===== config.mk =====
export PLATFORM = sky130hd
export DESIGN_NAME = barrel_shifter_pipe
export DESIGN_NICKNAME = d
export VERILOG_FILES = /design/src/rtl/barrel_shifter_pipe.sv
export SDC_FILE = /design/constraint.sdc
export NUM_CORES = 1
export LEC_CHECK = 0
export BUFFER_PORTS_ARGS = -buffer_cell sky130_fd_sc_hd__clkbuf_2
export CORE_ASPECT_RATIO = 1.4
export CORE_UTILIZATION = 40
export CTS_BUF_LIST = sky130_fd_sc_hd__clkbuf_8
export CTS_CLUSTER_DIAMETER = 50
export CTS_CLUSTER_SIZE = 20
export DETAILED_ROUTE_END_ITERATION = 12
export PLACE_DENSITY_LB_ADDON = 0.15
export SYNTH_ARGS = -nofsm -noshare
export SYNTH_HDL_FRONTEND = slang
export SYNTH_SLANG_ARGS = --single-unit

===== constraint.sdc =====
create_clock -name clk -period 2.47 [get_ports clk]
set_input_delay 0.6175 -clock clk [delete_from_list [all_inputs] [get_ports clk]]
set_output_delay 0.6175 -clock clk [all_outputs]
set_load 0.01 [all_outputs]

===== src/rtl/barrel_shifter_pipe.sv =====
// barrel_shifter_pipe
//   Pipelined WIDTH-bit barrel shifter/rotator behind a valid/ready handshake.
//   One register stage per shift-amount bit, largest shift first, so the
//   latency is SHW cycles and the throughput is one beat per cycle.
//   Flow control is a global stall: every stage advances together, or every
//   stage holds.
//
// Ports
//   clk        clock, all state updates on the rising edge
//   rst        synchronous active-high reset
//   in_valid   input beat present
//   in_ready   pipeline accepts a beat this cycle
//   in_data    operand
//   in_shamt   shift amount 0..WIDTH-1
//   in_mode    0=SRL 1=SLL 2=SRA 3=ROR 4=ROL, 5..7 illegal
//   out_valid  result present
//   out_ready  downstream accepts the result
//   out_data   shifted/rotated result
//   out_err    result came from an illegal mode
//   out_zero   out_data == 0, registered with the last stage
module barrel_shifter_pipe #(
  parameter  int WIDTH = 8,
  localparam int SHW   = $clog2(WIDTH)
) (
  input  logic             clk,
  input  logic             rst,
  input  logic             in_valid,
  output logic             in_ready,
  input  logic [WIDTH-1:0] in_data,
  input  logic [SHW-1:0]   in_shamt,
  input  logic [2:0]       in_mode,
  output logic             out_valid,
  input  logic             out_ready,
  output logic [WIDTH-1:0] out_data,
  output logic             out_err,
  output logic             out_zero
);

  localparam logic [2:0] MODE_SRL = 3'd0;
  localparam logic [2:0] MODE_SLL = 3'd1;
  localparam logic [2:0] MODE_SRA = 3'd2;
  localparam logic [2:0] MODE_ROR = 3'd3;
  localparam logic [2:0] MODE_ROL = 3'd4;

  // Stage registers
  logic [SHW-1:0]            valid_q, valid_d;
  logic [SHW-1:0][WIDTH-1:0] data_q,  data_d;
  logic [SHW-1:0][SHW-1:0]   shamt_q, shamt_d;
  logic [SHW-1:0][2:0]       mode_q,  mode_d;
  logic [SHW-1:0]            err_q,   err_d;
  logic [SHW-1:0]            sign_q,  sign_d;
  logic                      zero_q,  zero_d;

  // Stage inputs: index 0 is the port side, index k+1 is stage k's register
  logic [SHW:0]              p_valid;
  logic [SHW:0][WIDTH-1:0]   p_data;
  logic [SHW:0][SHW-1:0]     p_shamt;
  logic [SHW:0][2:0]         p_mode;
  logic [SHW:0]              p_err;
  logic [SHW:0]              p_sign;

  logic adv;

  // One stage's worth of shifting by a fixed amount s (< WIDTH).
  // SRA uses the carried original sign bit, since after earlier stages the
  // current MSB may already be a fill bit.
  function automatic logic [WIDTH-1:0] shift_by(
    input logic [WIDTH-1:0] d,
    input logic [2:0]       mode,
    input logic             sign,
    input int               s
  );
    logic [WIDTH-1:0] res;
    logic [WIDTH-1:0] top_mask;
    top_mask = ~({WIDTH{1'b1}} >> s);
    case (mode)
      MODE_SRL: res = d >> s;
      MODE_SLL: res = d << s;
      MODE_SRA: res = (d >> s) | (sign ? top_mask : '0);
      MODE_ROR: res = (d >> s) | (d << (WIDTH - s));
      MODE_ROL: res = (d << s) | (d >> (WIDTH - s));
      default:  res = d;  // illegal modes pass data through unshifted
    endcase
    return res;
  endfunction

  assign adv      = !valid_q[SHW-1] || out_ready;
  assign in_ready = adv;

  always_comb begin
    p_valid[0] = in_valid && adv;
    p_data[0]  = in_data;
    p_shamt[0] = in_shamt;
    p_mode[0]  = in_mode;
    p_err[0]   = (in_mode > MODE_ROL);
    p_sign[0]  = in_data[WIDTH-1];
    for (int k = 0; k < SHW; k++) begin
      p_valid[k+1] = valid_q[k];
      p_data[k+1]  = data_q[k];
      p_shamt[k+1] = shamt_q[k];
      p_mode[k+1]  = mode_q[k];
      p_err[k+1]   = err_q[k];
      p_sign[k+1]  = sign_q[k];
    end
  end

  always_comb begin
    valid_d = valid_q;
    data_d  = data_q;
    shamt_d = shamt_q;
    mode_d  = mode_q;
    err_d   = err_q;
    sign_d  = sign_q;
    if (adv) begin
      for (int k = 0; k < SHW; k++) begin
        valid_d[k] = p_valid[k];
        // stage k handles shamt bit SHW-1-k, i.e. a shift of 2^(SHW-1-k)
        data_d[k]  = p_shamt[k][SHW-1-k]
                     ? shift_by(p_data[k], p_mode[k], p_sign[k], 1 << (SHW-1-k))
                     : p_data[k];
        shamt_d[k] = p_shamt[k];
        mode_d[k]  = p_mode[k];
        err_d[k]   = p_err[k];
        sign_d[k]  = p_sign[k];
      end
    end
  end

  always_comb begin
    zero_d = zero_q;
    if (adv) begin
      zero_d = (data_d[SHW-1] == '0);
    end
  end

  always_ff @(posedge clk) begin
    if (rst) begin
      valid_q <= '0;
      data_q  <= '0;
      shamt_q <= '0;
      mode_q  <= '0;
      err_q   <= '0;
      sign_q  <= '0;
      zero_q  <= 1'b0;
    end else begin
      valid_q <= valid_d;
      data_q  <= data_d;
      shamt_q <= shamt_d;
      mode_q  <= mode_d;
      err_q   <= err_d;
      sign_q  <= sign_d;
      zero_q  <= zero_d;
    end
  end

  assign out_valid = valid_q[SHW-1];
  assign out_data  = data_q[SHW-1];
  assign out_err   = err_q[SHW-1];
  assign out_zero  = zero_q;

endmodule


* Word-level counts from Yosys, hierarchy flattened *
Cells that the tools add are included.

word-level totals
  flip-flop bits (word level) = 42
  bits in latches = 0
  memory bits (writable) = 0
  bits in read-only memories = 0
  bits of input ports = 18
  output and inout bits = 12
  word-level logic and storage cells = 50
  memories = 0

operators by class
  add/sub/neg operators = 0
  $mul = 0
  divide/modulo/power cells = 0
  magnitude comparators = 1
  equal/unequal tests = 12
  shift-type cells = 0
  muxes and demuxes = 10
  bitwise gates (word level) = 8
  reduce and logical (&&, ||, !) cells = 8

operator list
  kind                  count
  $pmux W8 S5           2
  $mux W8               6
  $pmux W8 S4           1
  $mux W24              1
  $eq A3 B2 Y1 const B  6
  $or A6 B8 Y8          2
  $or A7 B8 Y8          2
  $eq A3 B1 Y1 const B  3
  $eq A3 B3 Y1 const B  3
  $logic_not A3 Y1      3
  $logic_not A8 Y1      1
  $or A4 B8 Y8          1
  $or A8 B1 Y8          1
  $or A8 B2 Y8          1
  $or A8 B4 Y8          1
  $gt A3 B3 Y1 const B  1
  $reduce_or A2 Y1      1
  $logic_and A1 B1 Y1   1
  $logic_not A1 Y1      1
  $logic_or A1 B1 Y1    1

* Logic depth before layout (Yosys ltp) *
Gate-level depths: netlist (run 1).

  depth after elaboration = 6
  gate-level depth with buffers = 8
  gate-level depth less buffers = 6

* Least setup slack after synthesis (run 1) *
Ideal clock, no wire load.

  kind = input-to-output
  start point = input out_ready
  end point = output in_ready
  arrival = 1.256 ns
  required time = 1.852 ns
  setup slack = 0.597 ns
  stages on the path = 4
  buffers on the path = 2
  cells stage by stage = nor2b_1 -> clkbuf_1 -> clkinv_1 -> buf_2

between the ends
  longest elaborated chain between the ends = 1

RTL lines
  item                line  RTL
  start: declaration  33    input logic out_ready,
  $logic_or A1 B1 Y1  87    assign adv = !valid_q[SHW-1] || out_ready;
  end: declaration    28    output logic in_ready,

Every way passes these cells.

* Worst setup path in the final report (run 1) *
  start point = register mode_q[3] (netlist bit)
  end point = register zero_q, in the netlist out_zero

between the ends
  longest elaborated chain between the ends = 5
  elaborated cells between the ends (all ways) = 9
  classes of those cells = eq/ne (4); mux (3); reduce/logical (2)

RTL lines
  item                                  line  RTL
  start: declaration                    49    logic [SHW-1:0][2:0] mode_q, mode_d;
  start signal: assignment              149   mode_q <= mode_d;
  $eq A3 B3 Y1 (tied with other cells)  76    case (mode)
  $pmux W8 S5 (*)                       76
  $mux W8 (*)                           119   ? shift_by(p_data[k], p_mode[k], p_sign[k], 1 << (SHW-1-k))
  $mux W24 (*)                          114   if (adv) begin
  $logic_not A8 Y1 (*)                  132   zero_d = (data_d[SHW-1] == '0);
  end signal: assignment                152   zero_q <= zero_d;
  end: declaration                      52    logic zero_q, zero_d;

Mark *: on every way between the ends. The rest lies on a longest branch, timed or not.
A chain may end at the register's enable or synchronous reset.

==> results of run 1 <==
-- registers in the layout, indices dropped and copies added, names as in the netlist --
| signal | count |
|---|---|
| err_q | 3 |
| out_data | 8 |
| sign_q | 2 |
| data_q | 16 |
| out_zero | 1 |
| p_shamt | 3 |
| mode_q | 6 |
| valid_q | 3 |
-- where the power goes --
group	leakage (nW)	total, W	internal (W)	switching, W
registers	0.347	0.000774	0.000723	0.0000507
logic	0.522	0.000227	0.000101	0.000126
clock network	0.0573	0.000550	0.000323	0.000227
total	0.926	0.00155	0.00115	0.000403
-- critical path, cell delays in order, from the launching register on --
cell       delay [ns]
dfxtp_1          0.49
nor2b_1          0.47
nor3b_2          0.25
o31a_1           0.17
a2bb2oi_2        0.16
nand4_1          0.11
o21ai_1          0.12
-- through the flow --
step                setup slack (ns)  hold WS (ns)  total power [W]  instances  instance area [um2]
floorplan                     0.5966        0.4294        0.0009651        291                 2200
global placement              0.6475        0.4396         0.001016        357                 2268
detailed placement            0.6311        0.4455         0.001017        357                 2268
CTS                           0.6045        0.4562         0.001571        364                 2381
global route                  0.4614        0.4822         0.001643        364                 2381
finish                        0.6411        0.4531         0.001551        364                 2381
-- path summary, 6_finish.rpt --
path         startpoint  endpoint  slack (ns)  cells past startpoint
max           mode_q[3]  out_zero        0.64                      6
min            err_q[1]  err_q[1]        0.45                      2
max reg2reg   mode_q[3]  out_zero        0.64                      6
min reg2reg    err_q[1]  err_q[1]        0.45                      2
-- logic make-up after synthesis --
| kind of cell | after synthesis | share of synthesized area [%] |
|---|---|---|
| compound gates | 92 | 27.19 |
| mux | 2 | 0.9670 |
| simple gates | 116 | 23.44 |
| buf+inv | 38 | 9.783 |
| flops | 42 | 38.23 |
| xor+xnor | 1 | 0.3983 |
-- metal layers --
layer	wire, um	part of all wire (%)	vias up
met2	2530	51	42
met5	0	0	-
li1	-	-	1029
met1	2145	43	884
met3	148	3.0	11
met4	139	2.8	0
-- layout make-up --
class | count | area share, %
flip-flops and latches | 42 | 35.31
well taps | 66 | 3.468
inverters | 5 | 0.7882
repair buffers | 33 | 7.357
clock buffers | 6 | 3.468
multi-input cells | 211 | 48.34
clock inverters | 1 | 1.261
-- layout by cell type, fill, tap and decap left out, drive strengths merged, types with 2 or more instances in the layout --
cell type  count
nand2         49
dfxtp         42
a21oi         39
nor2          38
clkbuf        35
a211oi         9
o21ai          9
o22ai          8
nor3           5
o221ai         5
nand4          5
nand2b         4
inv            4
a311oi         4
buf            4
and2           3
nand3          3
nor4           3
a2bb2oi        3
o21a           2
o211ai         2
nand3b         2
o31a           2
a32o           2
nor2b          2
==> impl_metrics.csv, run 1 <==
group,metric,value,unit
die,core_area,5236,um2
sta,tightest_slew,0.5003,ns
yosys,yosys_register_bits,42,
global_route,antenna_found_initial,0,
route,first_pass_iters,4,
critical_path,critical_path_arrival,2.06,ns
clock_tree,cts_setup_buffers,0,
die,start_util,42.01,%
global_route,grt-ovfl-total,0,
route,wirelength,4964,um
yosys,syn-num-nets,309,
sta,fin_tns_setup,0,ns
clock_tree,clk_path_buf_depth,2,
sta,hold_viol,0,
global_route,track_usage,18.38,%
yosys,ys.flop_type,"dfxtp_1",
yosys,yosys_warnings,0,
finish,multi_input_area,1151,um2
sta,finalSetupViolCount,0,
clock_tree,cts_resized,0,
sta,clock_skew,0.007800,ns
global_route,grt_use_met3,2.665,%
global_route,use_met2,32.02,%
sta,fin_crit_sh,74.05,%
die,dieArea,5803,um2
placement,gp_congestion,0.8581,
finish,syn2layout_area_growth,8.248,%
yosys,yosys-top-cells-count,"49 x nand2_1, 42 x dfxtp_1, 39 x a21oi_1",
global_route,grt_pass1_wl,8514,um
sta,fmax,0.5468,GHz
route,ant_nets,0,
global_route,grtUsageMet1,21.59,%
yosys,post-synth-top-count-cell,"nand2_1",
finish,postLayoutCoreUtil,45.47,%
yosys,ys_seq_area_share,38.23,%
yosys,yosysTopAreaCellShare,38.23,%
clock_tree,htree_levels,2,
clock_tree,insertion_delay,0.29,ns
yosys,synthTopCellsByArea,"dfxtp_1 38%, a21oi_1 8.9%, nand2_1 8.4%",
yosys,syn_area,2200,um2
die,die_w,64.67,um
critical_path,path_class,"flop to flop",
yosys,synth.distinct_cells,46,
yosys,syn_inst,291,
sta,fin_crit,1.829,ns
route,drt_iter0_drc,73,
status,outcome,"finished clean",
finish,seq_area,840.8,um2
hold_path,holdCritPathClass,"flop to flop",
yosys,ys_async_sr_fraction,0,%
yosys,synth_edf_count,0,
critical_path,worst_setup_path_end_kind,"flop",
finish,n_fill_cell,563,
clock_tree,clk_pin_slew,0.08,ns
clock_tree,hold_buffers,0,
clock_tree,cts_buffers,5,
die,die_y,89.74,um
placement,port_buffers,29,
power,vdd_drop_max,0.3721,mV
route,wl_per_cell,13.64,um
critical_path,required,2.70,ns
finish,drive_gt1_share,15.77,%
job,max-cap-violations,0,
clock_tree,clock-root-buffer,"clkbuf_8",
finish,n_antenna_cell,0,
route,vias_per_cell,5.401,
global_route,grt_max_degree,51,
clock_tree,clkSinkCount,42,
sta,rsz0062_at_grt,"false",
finish,final_nets,316,
sta,max_slew_margin,66.65,%
critical_path,crit_path_start_kind,"flop",
clock_tree,cts_tree,"yes",
yosys,yosysTopAreaCell,"dfxtp_1",
power,p_leak,0.9262,nW
placement,dp_hpwl,3603,um
route,vias,1966,
global_route,grt_pass1_vias,1887,
critical_path,cp_max_fo,9,
yosys,syn_avg_cell_area,7.559,um2
die,rows,31,
die,ios,30,
power,powerDensity,651.3,nW/um2
route,drcViolationCount,0,
global_route,grt_busiest_layer,"met2",
sta,maxSlewViolCount,0,
Power figures use the tool's default switching activity.
==> run 2, diff against run 1 <==
==> constraint.sdc (replaced) <==
create_clock -name clk -period 1.47 [get_ports clk]
set_input_delay 0.3675 -clock clk [delete_from_list [all_inputs] [get_ports clk]]
set_output_delay 0.3675 -clock clk [all_outputs]
set_load 0.01 [all_outputs]
==> run 2 against run 1 <==
The run now ends with negative setup slack left. Total power up 72%. Wire length increased by 7.0%. Die area unchanged. Sequential power up 67%. Setup slack got worse by 0.70 ns. Global-route usage rose by 1.5 points.
==> impl_metrics.csv, run 2 (same netlist as run 1, synthesis figures left out) <==
group,metric,value,unit
sta,clock_skew,0.008321,ns
power,sw_frac_of_total,26.71,%
die,dieArea,5803,um2
status,outcome,"complete, but fails checks",
route,wl_per_cell,13.37,um
clock_tree,cts_tree,"yes",
sta,fmax,0.6524,GHz
critical_path,path_class,"flop to flop",
sta,fin_crit,1.533,ns
status,violations,"negative setup slack",
finish,postLayoutCoreUtil,52.19,%
finish,largest_register_ffs,16,
critical_path,crit_path_start_kind,"flop",
clock_tree,clock-root-buffer,"clkbuf_8",
critical_path,cp_max_fo,5,
die,die_w,64.67,um
power,vdd_drop_max,0.4878,mV
power,p_sw,0.0007124,W
die,start_util,42.01,%
power,clkPwrFrac,32.9,%
finish,regMostFlops,"data_q",
placement,port_buffers,29,
sta,rsz0062_at_grt,"true",
critical_path,slowest_stage,"dfxtp_4",
placement,dp_hpwl,3956,um
route,first_pass_iters,4,
sta,max_slew_margin,80.48,%
sta,maxSlewViolCount,0,
die,core_area,5236,um2
route,vias_per_cell,5.365,
global_route,grt_pass1_vias,2087,
finish,n_antenna_cell,0,
placement,dpl_worst_slack,-0.1299,ns
critical_path,critical_path_arrival,1.76,ns
clock_tree,clk_path_buf_depth,2,
placement,gp_congestion,0.8943,
power,power.share.sequential,48.5,%
critical_path,slowest_delay,0.37,ns
sta,hold_viol,0,
global_route,grt_max_degree,43,
die,rows,31,
global_route,grt_pass1_wl,9183,um
critical_path,worst_setup_path_end_kind,"flop",
critical_path,worstPathBufferInverterCount,1,
finish,final_nets,348,
sta,final.setup.worst_slack,-0.06285,ns
critical_path,cp_top_family,"compound AO/OA/AOI/OAI gates",
power,p_int,0.001955,W
placement,placed_cells,386,
hold_path,holdCritPathClass,"input pin to flop",
global_route,antenna_found_initial,0,
clock_tree,cts_buffers,5,
critical_path,crit_path_cell_trace,"buf_4, xor2_1, nand3b_1, o21a_1, a22oi_2, nand4_1, o21ai_1",
sta,fin_crit_sh,104.3,%
power,p_leak,1.116,nW
clock_tree,htree_levels,2,
global_route,grt-ovfl-total,0,
placement,post_dp_cell_area,2499,um2
finish,syn2layout_area_growth,24.23,%
finish,layout_common_cells,"49 x nand2_1, 39 x a21oi_1, 38 x nor2_1, 35 x dfxtp_1, 33 x buf_4",
die,die_y,89.74,um
sta,finalSetupViolCount,3,
route,drcViolationCount,0,
route,wirelength,5309,um
sta,tightest_slew,0.2928,ns
finish,finalInstanceArea,2733,um2
clock_tree,clkSinkCount,42,
finish,drive_gt1_share,29.31,%
finish,fin_cells,397,
critical_path,required,1.70,ns
route,vias,2130,
clock_tree,insertion_delay,0.29,ns
route,drt_iter0_drc,86,
job,max-cap-violations,0,
route,ant_nets,0,
global_route,track_usage,19.86,%
finish,final_common_cell,"nand2_1",
power,power_frac_comb,18.6,%
die,ios,30,
power,powerDensity,976.1,nW/um2
clock_tree,clk_pin_slew,0.08,ns
run 2: layer usage:
metal	vias to the layer above	wire (um)	GRT usage [%]
met1	975	2267	22.35
met3	6	130	2.919
li1	1099	-	-
met2	50	2842	36.58
met4	0	69	7.222
met5	-	0	0
run 2: final timing paths:
path	slack [ns]	endpoint	start	cells after the start
max	-0.06	out_zero	mode_q[3]	7
min	0.30	p_shamt[3]	in_shamt[0]	3
min reg2reg	0.45	out_data[7]	out_data[7]	2
max reg2reg	-0.06	out_zero	mode_q[3]	7
run 2: through the flow:
step                      total power, W  setup TNS [ns]  hold slack, ns
final                           0.002667        -0.08874          0.3014
after global routing            0.002822         -0.3437          0.3053
after CTS                       0.002682        -0.07462          0.2893
after detailed placement        0.001780         -0.2127          0.4470
after global placement          0.001775         -0.1506          0.4384
after floorplan                 0.001622               0          0.4294
run 2: worst register-to-register path, stage by stage (launching register included):
cell,delay (ns)
dfxtp_4,0.37
buf_4,0.14
xor2_1,0.17
nand3b_1,0.16
o21a_1,0.21
a22oi_2,0.17
nand4_1,0.11
o21ai_1,0.13
run 2: area by class of cell:
class | count | area [um2]
Multi-Input combinational cell | 211 | 1226
Clock buffer | 5 | 68.82
Sequential cell | 42 | 852.1
Fill cell | 539 | 2504
Clock inverter | 3 | 37.54
Timing Repair Buffer | 65 | 441.7
Inverter | 5 | 23.77
Tap cell | 66 | 82.58
run 2: power groups by stage:
stage	Sequential, W	Combinational, W	Clock (W)
2_1_floorplan	0.00129	0.000332	0
3_3_place_gp	0.00131	0.000461	0
3_5_place_dp	0.00132	0.000465	0
4_1_cts	0.00129	0.000482	0.000908
5_1_grt	0.00131	0.000552	0.000964
6_report	0.00129	0.000496	0.000878
run 2: timing repair:
action	CTS	global route
pin swaps	0	5
gates resized for setup	13	18
hold buffers	0	0
setup endpoints to repair	7	11
setup buffers	3	1
